--- config.mk ---
export PLATFORM = sky130hd
export DESIGN_NAME = alu_share_sched_flat
export DESIGN_NICKNAME = d
export VERILOG_FILES = /design/src/rtl/alu_share_sched_if.sv /design/src/rtl/alu_share_sched.sv /design/src/flat_wrapper.sv
export SDC_FILE = /design/constraint.sdc
export NUM_CORES = 1
export LEC_CHECK = 0
export CELL_PAD_IN_SITES_DETAIL_PLACEMENT = 1
export CELL_PAD_IN_SITES_GLOBAL_PLACEMENT = 1
export CORE_MARGIN = 2
export CORE_UTILIZATION = 30
export CTS_BUF_LIST = sky130_fd_sc_hd__clkbuf_4 sky130_fd_sc_hd__clkbuf_8
export DETAILED_ROUTE_END_ITERATION = 16
export PLACE_DENSITY = 0.85
export SYNTH_ARGS = -nofsm -noshare
export SYNTH_HDL_FRONTEND = slang
export SYNTH_SLANG_ARGS = --single-unit
--- constraint.sdc ---
create_clock -name clock -period 2.4 [get_ports clock]
set_clock_uncertainty 0.2 [all_clocks]
set_input_delay 0.24 -clock clock [delete_from_list [all_inputs] [get_ports clock]]
set_output_delay 0.24 -clock clock [all_outputs]
set_load 0.02 [all_outputs]
--- src/rtl/alu_share_sched_if.sv ---
// ============================================================================
// Module   : alu_share_sched_if
// Purpose  : Request/response bundle between ALU clients and alu_share_sched.
// Revision : 1.0
// ============================================================================
`default_nettype none

interface alu_share_sched_if #(
   parameter int W = 6
);
   logic [1:0]   req_valid;
   logic [1:0]   req_ready;
   logic [1:0]   req_op;
   logic [W-1:0] A0;
   logic [W-1:0] B0;
   logic [W-1:0] A1;
   logic [W-1:0] B1;
   logic         rsp_valid;
   logic         rsp_ready;
   logic         rsp_id;
   logic [W-1:0] RESULT;
   logic         OVERFLOW;
   logic         ZERO;
   logic         NEG;
   logic [7:0]   ovf_count;

   // Client side: requesters plus the response consumer
   modport master (
      output req_valid, req_op, A0, B0, A1, B1, rsp_ready,
      input  req_ready, rsp_valid, rsp_id, RESULT, OVERFLOW, ZERO, NEG, ovf_count
   );

   modport slave (
      input  req_valid, req_op, A0, B0, A1, B1, rsp_ready,
      output req_ready, rsp_valid, rsp_id, RESULT, OVERFLOW, ZERO, NEG, ovf_count
   );
endinterface

`default_nettype wire

--- src/rtl/alu_share_sched.sv ---
// ============================================================================
// Module   : alu_share_sched
// Purpose  : Round-robin scheduler sharing one W-bit add/sub unit between two
//            requesters. ALU_SCHED_OVF_CNT_EN enables the overflow counter.
// Revision : 1.0
// ============================================================================
`default_nettype none

module alu_share_sched #(
   parameter int W = 6
) (
   input  wire logic          clock,
   input  wire logic          reset_n,
   alu_share_sched_if.slave   bus
);

   typedef enum logic [1:0] {
      IDLE = 2'd0,
      EXEC = 2'd1,
      RESP = 2'd2
   } state_t;

   state_t       r_state;
   state_t       w_state_nxt;

   logic         r_lp;
   logic         w_grant;
   logic         w_accept;
   logic [1:0]   w_req_ready;
   logic         w_rsp_valid;

   logic         r_op;
   logic [W-1:0] r_a;
   logic [W-1:0] r_b;
   logic         r_id;

   logic [W-1:0] r_result;
   logic         r_ovf;
   logic         r_zero;
   logic         r_neg;
   logic         r_rsp_id;

   logic [W-1:0] w_b_eff;
   logic [W-1:0] w_sum;
   logic         w_ovf;

   // On a tie, the requester that did not win last time goes first
   always_comb begin
      w_grant = 1'b0;
      if (bus.req_valid == 2'b11) begin
         w_grant = ~r_lp;
      end else if (bus.req_valid[1]) begin
         w_grant = 1'b1;
      end
   end

   always_ff @(posedge clock) begin
      if (!reset_n) begin
         r_state <= IDLE;
      end else begin
         r_state <= w_state_nxt;
      end
   end

   always_comb begin
      w_state_nxt = r_state;
      w_req_ready = 2'b00;
      w_rsp_valid = 1'b0;
      w_accept    = 1'b0;
      case (r_state)
         IDLE: begin
            if (bus.req_valid[w_grant]) begin
               w_req_ready[w_grant] = 1'b1;
               w_accept             = 1'b1;
               w_state_nxt          = EXEC;
            end
         end
         EXEC: begin
            w_state_nxt = RESP;
         end
         RESP: begin
            w_rsp_valid = 1'b1;
            if (bus.rsp_ready) begin
               w_state_nxt = IDLE;
            end
         end
         default: begin
            w_state_nxt = IDLE;
         end
      endcase
   end

   // Subtraction reuses the adder as A + ~B + 1
   always_comb begin
      w_b_eff = r_op ? ~r_b : r_b;
      w_sum   = r_a + w_b_eff + {{(W-1){1'b0}}, r_op};
      if (r_op) begin
         w_ovf = (r_a[W-1] != r_b[W-1]) & (w_sum[W-1] != r_a[W-1]);
      end else begin
         w_ovf = (r_a[W-1] == r_b[W-1]) & (w_sum[W-1] != r_a[W-1]);
      end
   end

   always_ff @(posedge clock) begin
      if (!reset_n) begin
         r_lp     <= 1'b1;
         r_op     <= 1'b0;
         r_a      <= '0;
         r_b      <= '0;
         r_id     <= 1'b0;
         r_result <= '0;
         r_ovf    <= 1'b0;
         r_zero   <= 1'b0;
         r_neg    <= 1'b0;
         r_rsp_id <= 1'b0;
      end else begin
         if (w_accept) begin
            r_op <= bus.req_op[w_grant];
            r_a  <= w_grant ? bus.A1 : bus.A0;
            r_b  <= w_grant ? bus.B1 : bus.B0;
            r_id <= w_grant;
            r_lp <= w_grant;
         end
         if (r_state == EXEC) begin
            r_result <= w_sum;
            r_ovf    <= w_ovf;
            r_zero   <= (w_sum == '0);
            r_neg    <= w_sum[W-1];
            r_rsp_id <= r_id;
         end
      end
   end

`ifdef ALU_SCHED_OVF_CNT_EN
   logic [7:0] r_ovf_count;

   always_ff @(posedge clock) begin
      if (!reset_n) begin
         r_ovf_count <= 8'd0;
      end else if ((r_state == EXEC) && w_ovf && (r_ovf_count != 8'hFF)) begin
         r_ovf_count <= r_ovf_count + 8'd1;
      end
   end

   assign bus.ovf_count = r_ovf_count;
`else
   assign bus.ovf_count = 8'd0;
`endif

   assign bus.req_ready = w_req_ready;
   assign bus.rsp_valid = w_rsp_valid;
   assign bus.rsp_id    = r_rsp_id;
   assign bus.RESULT    = r_result;
   assign bus.OVERFLOW  = r_ovf;
   assign bus.ZERO      = r_zero;
   assign bus.NEG       = r_neg;

endmodule

`default_nettype wire

--- src/flat_wrapper.sv ---
// flat-port wrapper written by rule: the top's interface ports become plain ports
module alu_share_sched_flat 
#(
   parameter int W = 6
)
  (clock, reset_n, bus_req_valid, bus_req_op, bus_A0, bus_B0, bus_A1, bus_B1, bus_rsp_ready, bus_req_ready, bus_rsp_valid, bus_rsp_id, bus_RESULT, bus_OVERFLOW, bus_ZERO, bus_NEG, bus_ovf_count);
  alu_share_sched_if #(.W(W)) bus_i ();
  input  wire logic clock;
  input  wire logic reset_n;
  input wire logic [$bits(bus_i.req_valid)-1:0] bus_req_valid;
  input wire logic [$bits(bus_i.req_op)-1:0] bus_req_op;
  input wire logic [$bits(bus_i.A0)-1:0] bus_A0;
  input wire logic [$bits(bus_i.B0)-1:0] bus_B0;
  input wire logic [$bits(bus_i.A1)-1:0] bus_A1;
  input wire logic [$bits(bus_i.B1)-1:0] bus_B1;
  input wire logic [$bits(bus_i.rsp_ready)-1:0] bus_rsp_ready;
  output wire logic [$bits(bus_i.req_ready)-1:0] bus_req_ready;
  output wire logic [$bits(bus_i.rsp_valid)-1:0] bus_rsp_valid;
  output wire logic [$bits(bus_i.rsp_id)-1:0] bus_rsp_id;
  output wire logic [$bits(bus_i.RESULT)-1:0] bus_RESULT;
  output wire logic [$bits(bus_i.OVERFLOW)-1:0] bus_OVERFLOW;
  output wire logic [$bits(bus_i.ZERO)-1:0] bus_ZERO;
  output wire logic [$bits(bus_i.NEG)-1:0] bus_NEG;
  output wire logic [$bits(bus_i.ovf_count)-1:0] bus_ovf_count;
  assign bus_i.req_valid = bus_req_valid;
  assign bus_i.req_op = bus_req_op;
  assign bus_i.A0 = bus_A0;
  assign bus_i.B0 = bus_B0;
  assign bus_i.A1 = bus_A1;
  assign bus_i.B1 = bus_B1;
  assign bus_i.rsp_ready = bus_rsp_ready;
  assign bus_req_ready = bus_i.req_ready;
  assign bus_rsp_valid = bus_i.rsp_valid;
  assign bus_rsp_id = bus_i.rsp_id;
  assign bus_RESULT = bus_i.RESULT;
  assign bus_OVERFLOW = bus_i.OVERFLOW;
  assign bus_ZERO = bus_i.ZERO;
  assign bus_NEG = bus_i.NEG;
  assign bus_ovf_count = bus_i.ovf_count;
  alu_share_sched #(.W(W)) u_core (.clock(clock), .reset_n(reset_n), .bus(bus_i));
endmodule
-- Word level (Yosys, flattened, before mapping)
Cells that the tools add are included.
- $add $sub $neg: 2
- multipliers: 0
- divide/modulo/power cells: 0
- magnitude comparators: 2
- equal/unequal tests: 8
- shifts and indexed selects: 0
- mux-type cells: 20
- bitwise gates (word level): 4
- reductions and logical operators: 4
- operators with widths (operator ; number):
    6-bit 2-to-1 mux ; 3
    1-bit 2-to-1 mux ; 11
    2-bit 2-to-1 mux ; 4
    6-bit by 1-bit adder with 6-bit output ; 1
    6-bit adder ; 1
    6-bit logical NOT ; 1
    6-bit NOT ; 1
    2-bit one-hot mux with 3 select lines ; 1
    2-bit == test (second input constant) ; 2
    1-bit AND ; 2
    2-bit by 1-bit == test with 1-bit output (second input constant) ; 1
    2-bit logical NOT ; 1
    1-bit by 2-bit < comparator with 1-bit output (second input constant) ; 1
    1-bit != test ; 2
    2-bit by 1-bit != test with 1-bit output (second input constant) ; 1
    2-bit != test (second input constant) ; 1
    2-bit AND reduction ; 1
    1-bit demux with 1-bit select ; 1
    1-bit == test ; 1
    1-bit greater-or-equal comparator (second input constant) ; 1
    1-bit logical AND ; 1
    1-bit NOT ; 1
- flip-flop bits (word level): 27
- latch bits: 0
- memory bits (writable): 0
- memory bits (read-only): 0
- output and inout port bits: 21
- memories kept: 0

-- Depth between registers and ports, before layout
- depth after elaboration: 8
- gate-level depth with buffers: 7
- depth with buffers taken out: 6

-- Worst setup path before layout
OpenSTA, ideal clock, no wires.
- path kind: register to register
- start: register u_core.r_op
- end: register u_core.r_result[5] (netlist: u_core.bus.RESULT[5])
- library setup time: 0.130 ns
- data arrival time: 1.864 ns
- data required time: 2.070 ns
- path slack: 0.207 ns
- cell stages (with the launch flop): 8
- buffers on the path: 1
- clock period less this slack: 2.193 ns
- cells stage by stage: dfxtp_1 buf_6 xor2_1 ha_1 a21o_1 a221o_2 a211oi_1 o41ai_2
- word-level cells in the longest chain between the ends: 3
- ends and longest elaborated chain (what ; RTL line ; RTL):
    start, declared ; alu_share_sched.sv:32 ; logic r_op;
    start signal, assigned ; alu_share_sched.sv:118 ; r_op <= bus.req_op[w_grant];
    6-bit 2-to-1 mux ; alu_share_sched.sv:95 ; w_b_eff = r_op ? ~r_b : r_b;
    6-bit adder ; alu_share_sched.sv:96 ; w_sum = r_a + w_b_eff + {{(W-1){1'b0}}, r_op};
    6-bit by 1-bit adder with 6-bit output * ; alu_share_sched.sv:96 ;
    end signal, assigned ; alu_share_sched.sv:125 ; r_result <= w_sum;
    end, declared ; alu_share_sched.sv:37 ; logic [W-1:0] r_result;
Mark *: on every way between the ends. The rest lies on a longest branch, timed or not.
A chain may end at the register's enable or synchronous reset.

-- Final worst setup path
- start: register u_core.r_op
- end: register u_core.r_zero (netlist: u_core.bus.ZERO)
- word-level cells in the longest chain between the ends: 4
- ends and longest elaborated chain (what ; RTL line ; RTL):
    6-bit 2-to-1 mux ; alu_share_sched.sv:95 ;
    6-bit adder ; alu_share_sched.sv:96 ;
    6-bit by 1-bit adder with 6-bit output * ; alu_share_sched.sv:96 ;
    6-bit logical NOT * ; alu_share_sched.sv:127 ; r_zero <= (w_sum == '0);
    end signal, assigned ; alu_share_sched.sv:127 ;
    end, declared ; alu_share_sched.sv:39 ; logic r_zero;
Marks and branches as above.

==> results.yml <==
outcome:
  status: "finished, final reports clean"
clock_network:
  numCtsBuffers: 3
  path_clk_slew_ps: 100
  worstSkewPairLatency_ps: 280
  htree_num_levels: 1
  clockBufferDepth: 2
  clockRootBuffer: "clkbuf_8"
  post_cts_buffers: 0
  cts_tree: "done"
  clock-sinks: 26
floorplanning:
  die_w_um: 71.67
  die_h_um: 71.67
  start_util_pct: 31.34
  die_area_um2: 5137
  core_um2: 4384
  rows: 24
  io_pins: 52
routing:
  avgRoutedWirePerCell_um: 14.69
  routed_via_density: 5.150
  wl_um: 3614
  via_count: 1267
  drt_pass1_iterations: 5
  drt_iter0_drc: 61
  ant_nets: 0
  drc: 0
yosys:
  netlist_instances: 148
  synth.distinct_cells: 42
  yosysTopAreaCellShare_pct: 37.89
  synth_compound_area_share_pct: 24.77
  postSynth.asyncResetShare_pct: 0
  synthXorXnorAreaFrac_pct: 5.738
  synth_top_family_by_area: "compound AO/OA/AOI/OAI gates"
  synthMuxAreaShare_pct: 1.093
  synth.area.top_cells: "dfxtp_1 38%, a222oi_1 9.5%, nor2_1 5.7%"
  yosysTopAreaCell: "dfxtp_1"
  yosysSeqAreaShare_pct: 37.89
  synth.avg_cell_area_um2: 9.283
  ys.flop_type: "dfxtp_1"
  synthAdderAreaFrac_pct: 5.100
  synth_edf_count: 0
  ys_ff_latch: 26
  yosys-top-cells-count: "26 x dfxtp_1, 21 x nor2_1, 13 x a222oi_1"
  yosys.area_share.simple_pct: 17.12
  ys_warn_count: 0
  syn_area_um2: 1374
  synth_most_common_cell: "dfxtp_1"
sta:
  final.setup.tns_ps: 0
  period_needed_ps: 2264
  fmax_mhz: 441.8
  rsz0062_at_grt: "no"
  maxSlewHeadroom_pct: 61.64
  worstMarginPinSlew_ps: 574.7
  period_share_pct: 94.32
  hold_viol: 0
  setup_ws_ps: 136.4
  slew_violations: 0
  setup_violations: 0
power:
  peakVddDrop_mv: 0.2431
  leakagePower_nw: 0.7893
  p_per_area_nw_per_um2: 687.8
  finalPower_mw: 1.343
setup_path:
  arrival_ps: 2230
  cpPeakStageDelay_ps: 370
  end_kind: "flop"
  crit_path_top_delay_cell: "dfxtp_2"
  path_cells: "buf_4 -> xor2_1 -> ha_1 -> and3_1 -> a221o_2 -> a211oi_1 -> o31ai_1"
  cp.required_ps: 2370
  crit_type: "flop to flop"
  cp-start-kind: "flop"
  path_max_fanout: 7
flow_run:
  cap_violations: 0
hold_path:
  hp-class: "flop to flop"
global_routing:
  grt_max_degree: 18
  grt-ovfl-total: 0
  grt_pass1_wl_um: 5858
  grtUsageTotal_pct: 14.39
  grt_pass1_vias: 1246
  antenna_found_initial: 0
place:
  gp_congestion: 0.7845
  place_inst: 242
  dp_hpwl_um: 2905
  port-buffer-count: 43
  dp_slack_ps: -56.59
final_layout:
  areaGrowthSynthToFinish_pct: 42.08
  final_nets: 231
  drive_gt1_share_pct: 13.92
  n_antenna_cell: 0
  stdcell_count: 246
  finish.utilization_pct: 44.52
-- final cells by class --
class / instances / area (um2)
clock inverters: 1 / 30.03
repair buffers: 52 / 496.7
fillers: 496 / 2432
flip-flops and latches: 26 / 523.0
clock buffers: 3 / 41.29
well taps: 52 / 65.06
inverters: 1 / 3.754
multi-input cells: 111 / 792.0
-- what timing repair did --
item / 4_1_cts / 5_1_grt
gates resized for setup: 1 / 6
endpoints found under the setup margin: 1 / 4
hold buffers: 0 / 0
-- registers in the layout, indices dropped and copies added, names as in the netlist --
name                 count
u_core.bus.RESULT        6
u_core.r_state           2
u_core.bus.rsp_id        1
u_core.r_a               6
u_core.r_op              1
u_core.r_b               6
u_core.bus.ZERO          1
u_core.r_lp              1
u_core.r_id              1
u_core.bus.OVERFLOW      1
-- cell usage in the layout, fill, tap and decap left out, types with 2 or more instances in the layout --
master	netlist	layout
buf_4	9	9
nand2_1	8	8
ha_1	4	4
a222oi_1	13	13
o21ai_0	2	2
dfxtp_2	0	2
a21oi_1	8	7
and2_1	2	2
and3_1	2	2
nand3_1	3	3
conb_1	1	8
clkdlybuf4s50_1	0	42
nor2_1	21	21
clkbuf_8	0	3
o31ai_1	2	2
nand2b_1	3	3
nor2b_1	2	2
xor2_1	8	7
a211oi_1	3	2
dfxtp_1	26	24
nor3_1	2	2
-- power breakdown --
| part | total (mW) | leakage, nW | switching (mW) | internal [mW] |
|---|---|---|---|---|
| combinational | 0.461 | 0.539 | 0.239 | 0.222 |
| sequential | 0.512 | 0.214 | 0.0364 | 0.476 |
| clock | 0.370 | 0.0357 | 0.146 | 0.224 |
-- layer usage --
layer / share of wire [%] / global-route usage, % / up-vias / routed length (um)
met5: 0 / 0 / - / 0
met1: 45 / 18.28 / 601 / 1609
met4: 1.5 / 5.660 / 0 / 54
met2: 50 / 24.79 / 36 / 1803
met3: 4.0 / 1.688 / 5 / 146
li1: - / - / 625 / -
-- cell families (layout without fill, tap and decap cells) --
| kind of cell | count (synthesis) | after routing |
|---|---|---|
| fa+ha+maj | 5 | 5 |
| other cells | 1 | 8 |
| xor+xnor | 9 | 9 |
| flops | 26 | 26 |
| buf+inv | 18 | 57 |
| compound gates | 39 | 39 |
| mux | 1 | 1 |
| simple gates | 49 | 49 |
-- stage by stage --
stage | area, um2 | hold WS [ps]
4_1_cts | 1927 | 267.1
2_1_floorplan | 1400 | 101.9
6_report | 1952 | 260.0
3_5_place_dp | 1857 | 254.3
3_3_place_gp | 1857 | 246.3
5_1_grt | 1952 | 283.6
-- path summary, 6_finish.rpt --
path | startpoint | endpoint | slack (ps) | depth (start not counted)
max | u_core.r_op$_SDFFE_PN0P_ | u_core.bus.ZERO$_SDFFE_PN0N_ | 140 | 7
min | u_core.bus.RESULT[4]$_SDFFE_PN0N_ | u_core.bus.RESULT[4]$_SDFFE_PN0N_ | 260 | 2
max reg2reg | u_core.r_op$_SDFFE_PN0P_ | u_core.bus.ZERO$_SDFFE_PN0N_ | 140 | 7
min reg2reg | u_core.bus.RESULT[4]$_SDFFE_PN0N_ | u_core.bus.RESULT[4]$_SDFFE_PN0N_ | 260 | 2
-- worst max-delay path: cells and delay by family (launching register included) --
family / cells / cell delay [ps]
DFF: 1 / 370
buffers and inverters: 1 / 160
AOI/OAI and AO/OA: 3 / 700
and+or+nand+nor: 1 / 190
xor gates and xnor gates: 1 / 160
adders and majority gates: 1 / 370
No activity file was read; power rests on OpenSTA's default activity.
